$ cat src/rtl/duel_match_ctrl.sv
// duel_match_ctrl: N-player match sequencer for the factorisation quiz game.
// Sequences rounds, requests questions and arbitrates the first correct
// answer. It applies damage to the losers, tracks per-player HP and
// declares either a winner or a draw.
module duel_match_ctrl #(
  parameter int                N_PL    = 2,
  parameter int                HP_W    = 4,
  parameter int                HP_INIT = 7,
  parameter int                DMG     = 1,
  parameter int                TMO_W   = 24,
  parameter logic [TMO_W-1:0]  TMO_CYC = 24'd10_000_000
) (
  input  logic                   CLK,
  input  logic                   RST,        // asynchronous, active low
  input  logic                   START,
  input  logic [N_PL-1:0]        READY,
  input  logic [N_PL-1:0]        RES_VALID,
  input  logic [N_PL-1:0]        RES_OK,
  output logic                   Q_REQ,
  output logic                   ROUND_ACT,
  output logic [2:0]             STATE,
  output logic [N_PL*HP_W-1:0]   HP,
  output logic [N_PL-1:0]        ALIVE,
  output logic [N_PL-1:0]        LOCKOUT,
  output logic [N_PL-1:0]        ROUND_WIN,
  output logic [7:0]             ROUND_CNT,
  output logic [N_PL-1:0]        WINNER,
  output logic                   DRAW
);

  typedef enum logic [2:0] {
    S_IDLE  = 3'd0,
    S_WAIT  = 3'd1,
    S_QREQ  = 3'd2,
    S_ANS   = 3'd3,
    S_JUDGE = 3'd4,
    S_CHECK = 3'd5,
    S_OVER  = 3'd6
  } state_t;

  // DMG and HP_INIT are expected to fit in HP_W bits.
  localparam logic [HP_W-1:0]      HP_INIT_V = HP_W'(HP_INIT);
  localparam logic [HP_W-1:0]      DMG_V     = HP_W'(DMG);
  localparam logic [N_PL*HP_W-1:0] HP_RST    = {N_PL{HP_INIT_V}};
  localparam logic [TMO_W-1:0]     TMO_ONE   = TMO_W'(1);
  localparam logic [N_PL-1:0]      PL_ONE    = N_PL'(1);

  state_t                state_q, state_d;
  logic [N_PL*HP_W-1:0]  hp_q, hp_d;
  logic [N_PL-1:0]       lock_q, lock_d;
  logic [N_PL-1:0]       rwin_q, rwin_d;
  logic [N_PL-1:0]       winner_q, winner_d;
  logic [7:0]            rcnt_q, rcnt_d;
  logic                  draw_q, draw_d;
  logic                  q_req_q, q_req_d;
  logic                  act_q, act_d;
  logic [TMO_W-1:0]      timer_q, timer_d;

  logic [N_PL-1:0]       alive;
  logic [3:0]            alive_cnt;
  logic [N_PL-1:0]       cand_ok, cand_bad, cand_ok_m1, lock_new;

  // A player is alive while its HP register is non-zero.
  for (genvar gi = 0; gi < N_PL; gi++) begin : g_alive
    assign alive[gi] = |hp_q[gi*HP_W +: HP_W];
  end

  // Number of live players, used to decide the match outcome.
  always_comb begin
    alive_cnt = 4'd0;
    for (int i = 0; i < N_PL; i++) begin
      alive_cnt = alive_cnt + 4'(alive[i]);
    end
  end

  // Answer candidates this cycle; dead or locked players are masked out.
  always_comb begin
    cand_ok    = RES_VALID & RES_OK & alive & ~lock_q;
    cand_bad   = RES_VALID & ~RES_OK & alive & ~lock_q;
    cand_ok_m1 = cand_ok - PL_ONE;
    lock_new   = lock_q | cand_bad;
  end

  // Next-state and next-output logic of the match FSM.
  always_comb begin
    state_d  = state_q;
    hp_d     = hp_q;
    lock_d   = lock_q;
    rwin_d   = rwin_q;
    winner_d = winner_q;
    rcnt_d   = rcnt_q;
    draw_d   = draw_q;
    timer_d  = timer_q;

    case (state_q)
      S_IDLE: begin
        if (START) state_d = S_WAIT;
      end

      S_WAIT: begin
        // Dead players never hold up the next round.
        if (&(READY | ~alive)) begin
          state_d = S_QREQ;
          lock_d  = '0;
          rwin_d  = '0;
          timer_d = TMO_CYC;
        end
      end

      S_QREQ: begin
        state_d = S_ANS;
      end

      S_ANS: begin
        if (cand_ok != '0) begin
          // A correct answer beats a timeout in the same cycle; a
          // simultaneous correct answer from several players draws the round.
          rwin_d  = ((cand_ok & cand_ok_m1) == '0) ? cand_ok : '0;
          state_d = S_JUDGE;
        end else begin
          lock_d = lock_new;
          if (&(lock_new | ~alive)) begin
            rwin_d  = '0;
            state_d = S_JUDGE;
          end else if (TMO_CYC != '0) begin
            timer_d = timer_q - TMO_ONE;
            if (timer_q <= TMO_ONE) begin
              rwin_d  = '0;
              state_d = S_JUDGE;
            end
          end
        end
      end

      S_JUDGE: begin
        if (rwin_q != '0) begin
          for (int j = 0; j < N_PL; j++) begin
            if (alive[j] && !rwin_q[j]) begin
              hp_d[j*HP_W +: HP_W] = (hp_q[j*HP_W +: HP_W] > DMG_V) ?
                                     hp_q[j*HP_W +: HP_W] - DMG_V : '0;
            end
          end
        end
        if (rcnt_q != 8'hFF) rcnt_d = rcnt_q + 8'd1;
        state_d = S_CHECK;
      end

      S_CHECK: begin
        if (alive_cnt == 4'd0) begin
          draw_d  = 1'b1;
          state_d = S_OVER;
        end else if (alive_cnt == 4'd1) begin
          winner_d = alive;
          state_d  = S_OVER;
        end else begin
          state_d = S_WAIT;
        end
      end

      S_OVER: begin
        if (START) begin
          hp_d     = HP_RST;
          rcnt_d   = 8'd0;
          winner_d = '0;
          draw_d   = 1'b0;
          lock_d   = '0;
          rwin_d   = '0;
          state_d  = S_WAIT;
        end
      end

      default: state_d = S_IDLE;
    endcase

    // Strobes registered so they line up with the state they belong to.
    q_req_d = (state_d == S_QREQ);
    act_d   = (state_d == S_ANS);
  end

  // State and output registers; reset aborts any match in progress.
  always_ff @(posedge CLK or negedge RST) begin
    if (!RST) begin
      state_q  <= S_IDLE;
      hp_q     <= HP_RST;
      lock_q   <= '0;
      rwin_q   <= '0;
      winner_q <= '0;
      rcnt_q   <= 8'd0;
      draw_q   <= 1'b0;
      q_req_q  <= 1'b0;
      act_q    <= 1'b0;
      timer_q  <= '0;
    end else begin
      state_q  <= state_d;
      hp_q     <= hp_d;
      lock_q   <= lock_d;
      rwin_q   <= rwin_d;
      winner_q <= winner_d;
      rcnt_q   <= rcnt_d;
      draw_q   <= draw_d;
      q_req_q  <= q_req_d;
      act_q    <= act_d;
      timer_q  <= timer_d;
    end
  end

  assign STATE     = state_q;
  assign HP        = hp_q;
  assign ALIVE     = alive;
  assign LOCKOUT   = lock_q;
  assign ROUND_WIN = rwin_q;
  assign WINNER    = winner_q;
  assign ROUND_CNT = rcnt_q;
  assign DRAW      = draw_q;
  assign Q_REQ     = q_req_q;
  assign ROUND_ACT = act_q;

endmodule

$ cat config.mk
export PLATFORM = sky130hd
export DESIGN_NAME = duel_match_ctrl
export DESIGN_NICKNAME = d
export VERILOG_FILES = /design/src/rtl/duel_match_ctrl.sv
export SDC_FILE = /design/constraint.sdc
export NUM_CORES = 1
export LEC_CHECK = 0
export BUFFER_PORTS_ARGS = -buffer_cell sky130_fd_sc_hd__buf_2
export CAP_MARGIN = 10
export CORE_MARGIN = 4
export CORE_UTILIZATION = 53
export CTS_CLUSTER_DIAMETER = 120
export DETAILED_ROUTE_END_ITERATION = 7
export GPL_TIMING_DRIVEN = 0
export HOLD_SLACK_MARGIN = 0.12
export PLACE_DENSITY = 0.74
export SLEW_MARGIN = 20
export SYNTH_ARGS = -nofsm -noshare
export SYNTH_HDL_FRONTEND = slang
export SYNTH_SLANG_ARGS = --single-unit
$ cat constraint.sdc
create_clock -name CLK -period 3.4 [get_ports CLK]
set_clock_uncertainty 0.1 [all_clocks]
set_input_delay 0 -clock CLK [delete_from_list [all_inputs] [get_ports CLK]]
set_output_delay 0 -clock CLK [all_outputs]
set_load 0.05 [all_outputs]
==> impl_summary.txt <==
----------------------------------------------------
[Run status]
  Status ... finished clean

[Setup path]
  CP startpoint kind ... flop
  Required time of the worst setup path ... 3.53 ns
  Maximum fanout along the worst path ... 9
  Worst setup EP type ... flop
  Cell with the most instances on the worst path ... dlygate4sd3_1
  CP peak stage delay ... 0.58 ns
  Library cell contributing the largest single delay on the critical path ... dfstp_2
  Reg2reg setup slack ... 0.35 ns
  Cells traversed along the worst timing path ... inv_1 > ha_1 > or3b_1 > buf_4 > inv_2 > nor3b_1 > dlygate4sd3_1 > a31oi_1 > dlygate4sd3_1 > a21oi_1
  Critical Path AT ... 3.18 ns
  Critical Setup Path Class ... reg -> reg

[Detailed routing]
  Via density per instance ... 6.081
  Drt pass-1 iters ... 5
  Total wire length after detailed routing ... 7.320 mm
  Average wire length per cell after detail routing ... 15.57 um
  Drc violations ... 0
  Count of antenna-violating nets left after detailed routing ... 0
  Routed vias ... 2858
  1st-iter DRT viols ... 251

[Timing]
  Post-route setup TNS ... 0 ns
  RSZ-0062 raised after global routing ... no
  Pins over their slew limit ... 0
  Final setup fails ... 0
  Max Freq ... 327.5 MHz
  Transition time at the pin with the least slew margin ... 0.8254 ns
  Worst slew margin ... 44.55%
  Tcrit/Tclk final ... 89.81%
  Shortest period the worst path allows ... 3.053 ns
  Number of failing hold endpoints at the final stage ... 0

[Clock tree]
  Post-CTS Setup Inserts ... 0
  Clock sinks ... 52
  Buffer depth of the longest clock path ... 2
  Number of H-tree branching levels ... 2
  Clock-pin slew on the worst setup and hold paths ... 0.10 ns
  Cts bufs inserted ... 5
  Root Driver ... clkbuf_8
  Quantity of gates resized following cts ... 0
  CTS tree ... done
  Clock Latency Late Sink ... 0.30 ns

[Placement]
  Port buffer count ... 38
  RD Place Congestion ... 0.8262
  Number of placed instances, taps included ... 453
  Detailed Place HPWL ... 5.123 mm

[Power]
  Part of the total power dissipated in the clock network ... 11.5%
  Comb power frac ... 53.8%
  Sequential share of power ... 34.6%
  Power Dens Cells ... 853.7 nW/um^2
  Sw frac ... 51.03%
  Power dissipated by switching net loads ... 1.542 mW
  Largest vdd supply drop ... 0.0007109 V
  Static Leakage ... 1.445 nW
  Internal power contribution ... 1.480 mW

[Logic synthesis]
  Synthesized net count ... 362
  Register area share after synthesis ... 42.47%
  Share of the synthesized area in the top cell type ... 37.35%
  Post-synth cell types ... 57
  Async set-or-reset flop fraction in the synthesized netlist ... 100.0%
  Count of warnings emitted by yosys ... 0
  Mapped Avg Cell Area ... 8.985 um^2
  Cells after Synth ... 343
  Leading cell types by total area after synthesis ... dfrtp_1 (37%), a21oi_1 (5.7%), dfstp_2 (5.1%), ha_1 (4.1%), or4_1 (3.7%)
  Flip-flop and latch count after synthesis ... 52
  Combined area of all synthesized cells ... 3082 um^2
  Top FF cell, synth ... dfrtp_1
  Number of synthesized flops with an enable pin ... 0
  Synth area leader ... dfrtp_1

[Worst hold path]
  Path class of the lowest-slack min-delay path ... in -> async

[Global routing]
  Wire length of the first global-routing pass ... 12.44 mm
  Largest net degree at the start of global routing ... 53
  Global-route usage over all layers ... 20.90%
  Number of global-route vias before repair ... 2605
  Antenna violations before repair ... 0
  Overflow left after global routing ... 0

[Cells and area]
  Area taken by flip-flops and latches ... 1309 um^2
  Layout Cells excl Fill ... 470
  Signed area change from the synthesized netlist to the final layout ... 14.86%
  Number of inserted filler cells in the final layout ... 464
  Area of combinational cells with multiple inputs ... 1655 um^2
  Final antenna diode count ... 0
  Total number of nets in the final design ... 416
  Ratio of cells with drive above 1 in the final layout ... 17.34%

[Floorplan]
  Floorplan core area ... 5574 um^2
  Die boundary height ... 84.26 um
  Initial cell density of the core ... 55.29%
  Full die area ... 7099 um^2
  I/O pin total ... 39
  Site Rows ... 27
  Die X ... 84.26 um

[Flow run]
  Maximum capacitance violations ... 0

----------------------------------------------------
sequential cells by signal, summed over array words and instances, names as in the netlist:
name and cells:
DRAW 1, HP 8, LOCKOUT 2, Q_REQ 1, ROUND_ACT 1, ROUND_CNT 8, ROUND_WIN 2, STATE 3
WINNER 2, timer_q 24
worst paths after layout:
check,from,end,depth (start not counted)
worst max-delay path,HP[0],LOCKOUT[0],10
min in group CLK,RES_VALID[0],ROUND_WIN[0],4
max in group asynchronous,RST,ROUND_WIN[0],2
worst max register to register,HP[0],LOCKOUT[0],10
worst min-delay path,RST,timer_q[21],2
worst min register to register,WINNER[0],WINNER[0],2
cell usage in the layout (no fill, tap or decap), types with 3 or more instances in the layout:
cell and instances:
and3_1 3, a21o_1 3, dlygate4sd3_1 9, ha_1 10, o21ai_1 10, nand2b_1 5, or4_1 15, inv_1 11
or3_1 13, nor4_1 11, nor3b_1 3, clkbuf_1 8, clkbuf_8 5, nor2b_1 3, a22o_1 3, o31ai_1 12
buf_2 41, nor2_1 23, a21oi_1 35, dfrtp_1 46, nand3_1 15, nor3_1 8, dfstp_2 6, a31oi_1 5
o21ai_0 22, nand2_1 28, or2_2 4
Yosys cell counts, types with 2 or more instances:
cell	n
mux2i_1	2
nand3_1	15
nor2_1	23
a21o_1	3
buf_2	4
o21ai_0	22
a22o_1	3
nand2_1	28
a221o_1	2
o21ai_1	10
o31ai_1	12
and2_1	2
or3_1	13
a31oi_1	5
inv_2	2
dfstp_2	6
and3_1	3
inv_1	11
o41ai_1	2
ha_1	10
or4_1	15
nor3b_1	3
or2_2	4
nor2b_1	3
a21oi_1	35
dfrtp_1	46
clkbuf_1	7
nor3_1	8
nor4_1	11
nand2b_1	5
nand3b_1	2
power by group through the flow:
| stage | clock network [mW] | registers [mW] | logic [mW] |
|---|---|---|---|
| floorplan | 0 | 1.43 | 0.821 |
| finish | 0.349 | 1.05 | 1.63 |
| detailed placement | 0 | 1.05 | 1.59 |
| global route | 0.392 | 1.09 | 1.77 |
| CTS | 0.361 | 1.04 | 1.62 |
| global placement | 0 | 1.04 | 1.56 |
critical path: cells and delay by family (launching register included):
kind	cells	cell delay (ns)
buffers and inverters	5	1.51
DFF	1	0.58
and+or+nand+nor	2	0.36
adders and majority gates	1	0.23
AOI/OAI and AO/OA	2	0.19
repair_timing:
item,CTS,global route
endpoints found under the setup margin,0,0
hold buffers,9,0
hold endpoints to repair,58,0
through the flow:
| step | utilization (%) | worst slack [ns] | cell area (um^2) | power [mW] | hold WS, ns |
|---|---|---|---|---|---|
| after floorplan | - | 0.5151 | 3082 | 2.253 | -0.3956 |
| after global placement | 60.31 | 0.5612 | 3362 | 2.606 | 0.2086 |
| after detailed placement | 60.36 | 0.4505 | 3364 | 2.646 | -0.01355 |
| after CTS | 63.50 | 0.4129 | 3540 | 3.027 | 0.1704 |
| after global routing | 63.50 | 0.2409 | 3540 | 3.248 | 0.2128 |
| final | 63.50 | 0.3466 | 3540 | 3.022 | 0.1446 |
area by class of cell:
cell class                      count  area share [%]
Multi-Input combinational cell    264           46.77
Sequential cell                    52           36.97
Timing Repair Buffer               47           7.989
Tap cell                           72           2.545
Clock buffer                        6           2.050
Buffer                             14           1.944
Inverter                           13           1.379
Clock inverter                      2          0.3535
layer usage:
layer,vias to the layer above,global-route usage (%),wire length [um],part of all wire [%]
met5,-,0,0,0
met4,0,4.094,46,0.63
met3,4,3.337,374,5.1
met2,69,31.92,3319,45
met1,1385,31.47,3580,49
li1,1400,-,-,-
cells by family (layout without fill, tap and decap cells):
kind of cell	after synthesis	after routing	share of synthesized area, %
AND/OR/NAND/NOR	144	144	25.90
flip-flops	52	52	42.47
AO/OA/AOI/OAI	107	107	22.82
XOR/XNOR	1	1	0.2843
buffers and inverters	27	82	3.817
adder cells (fa/ha/maj)	10	10	4.060
multiplexers	2	2	0.6496
Note: power is estimated with default switching activity, not from simulation.
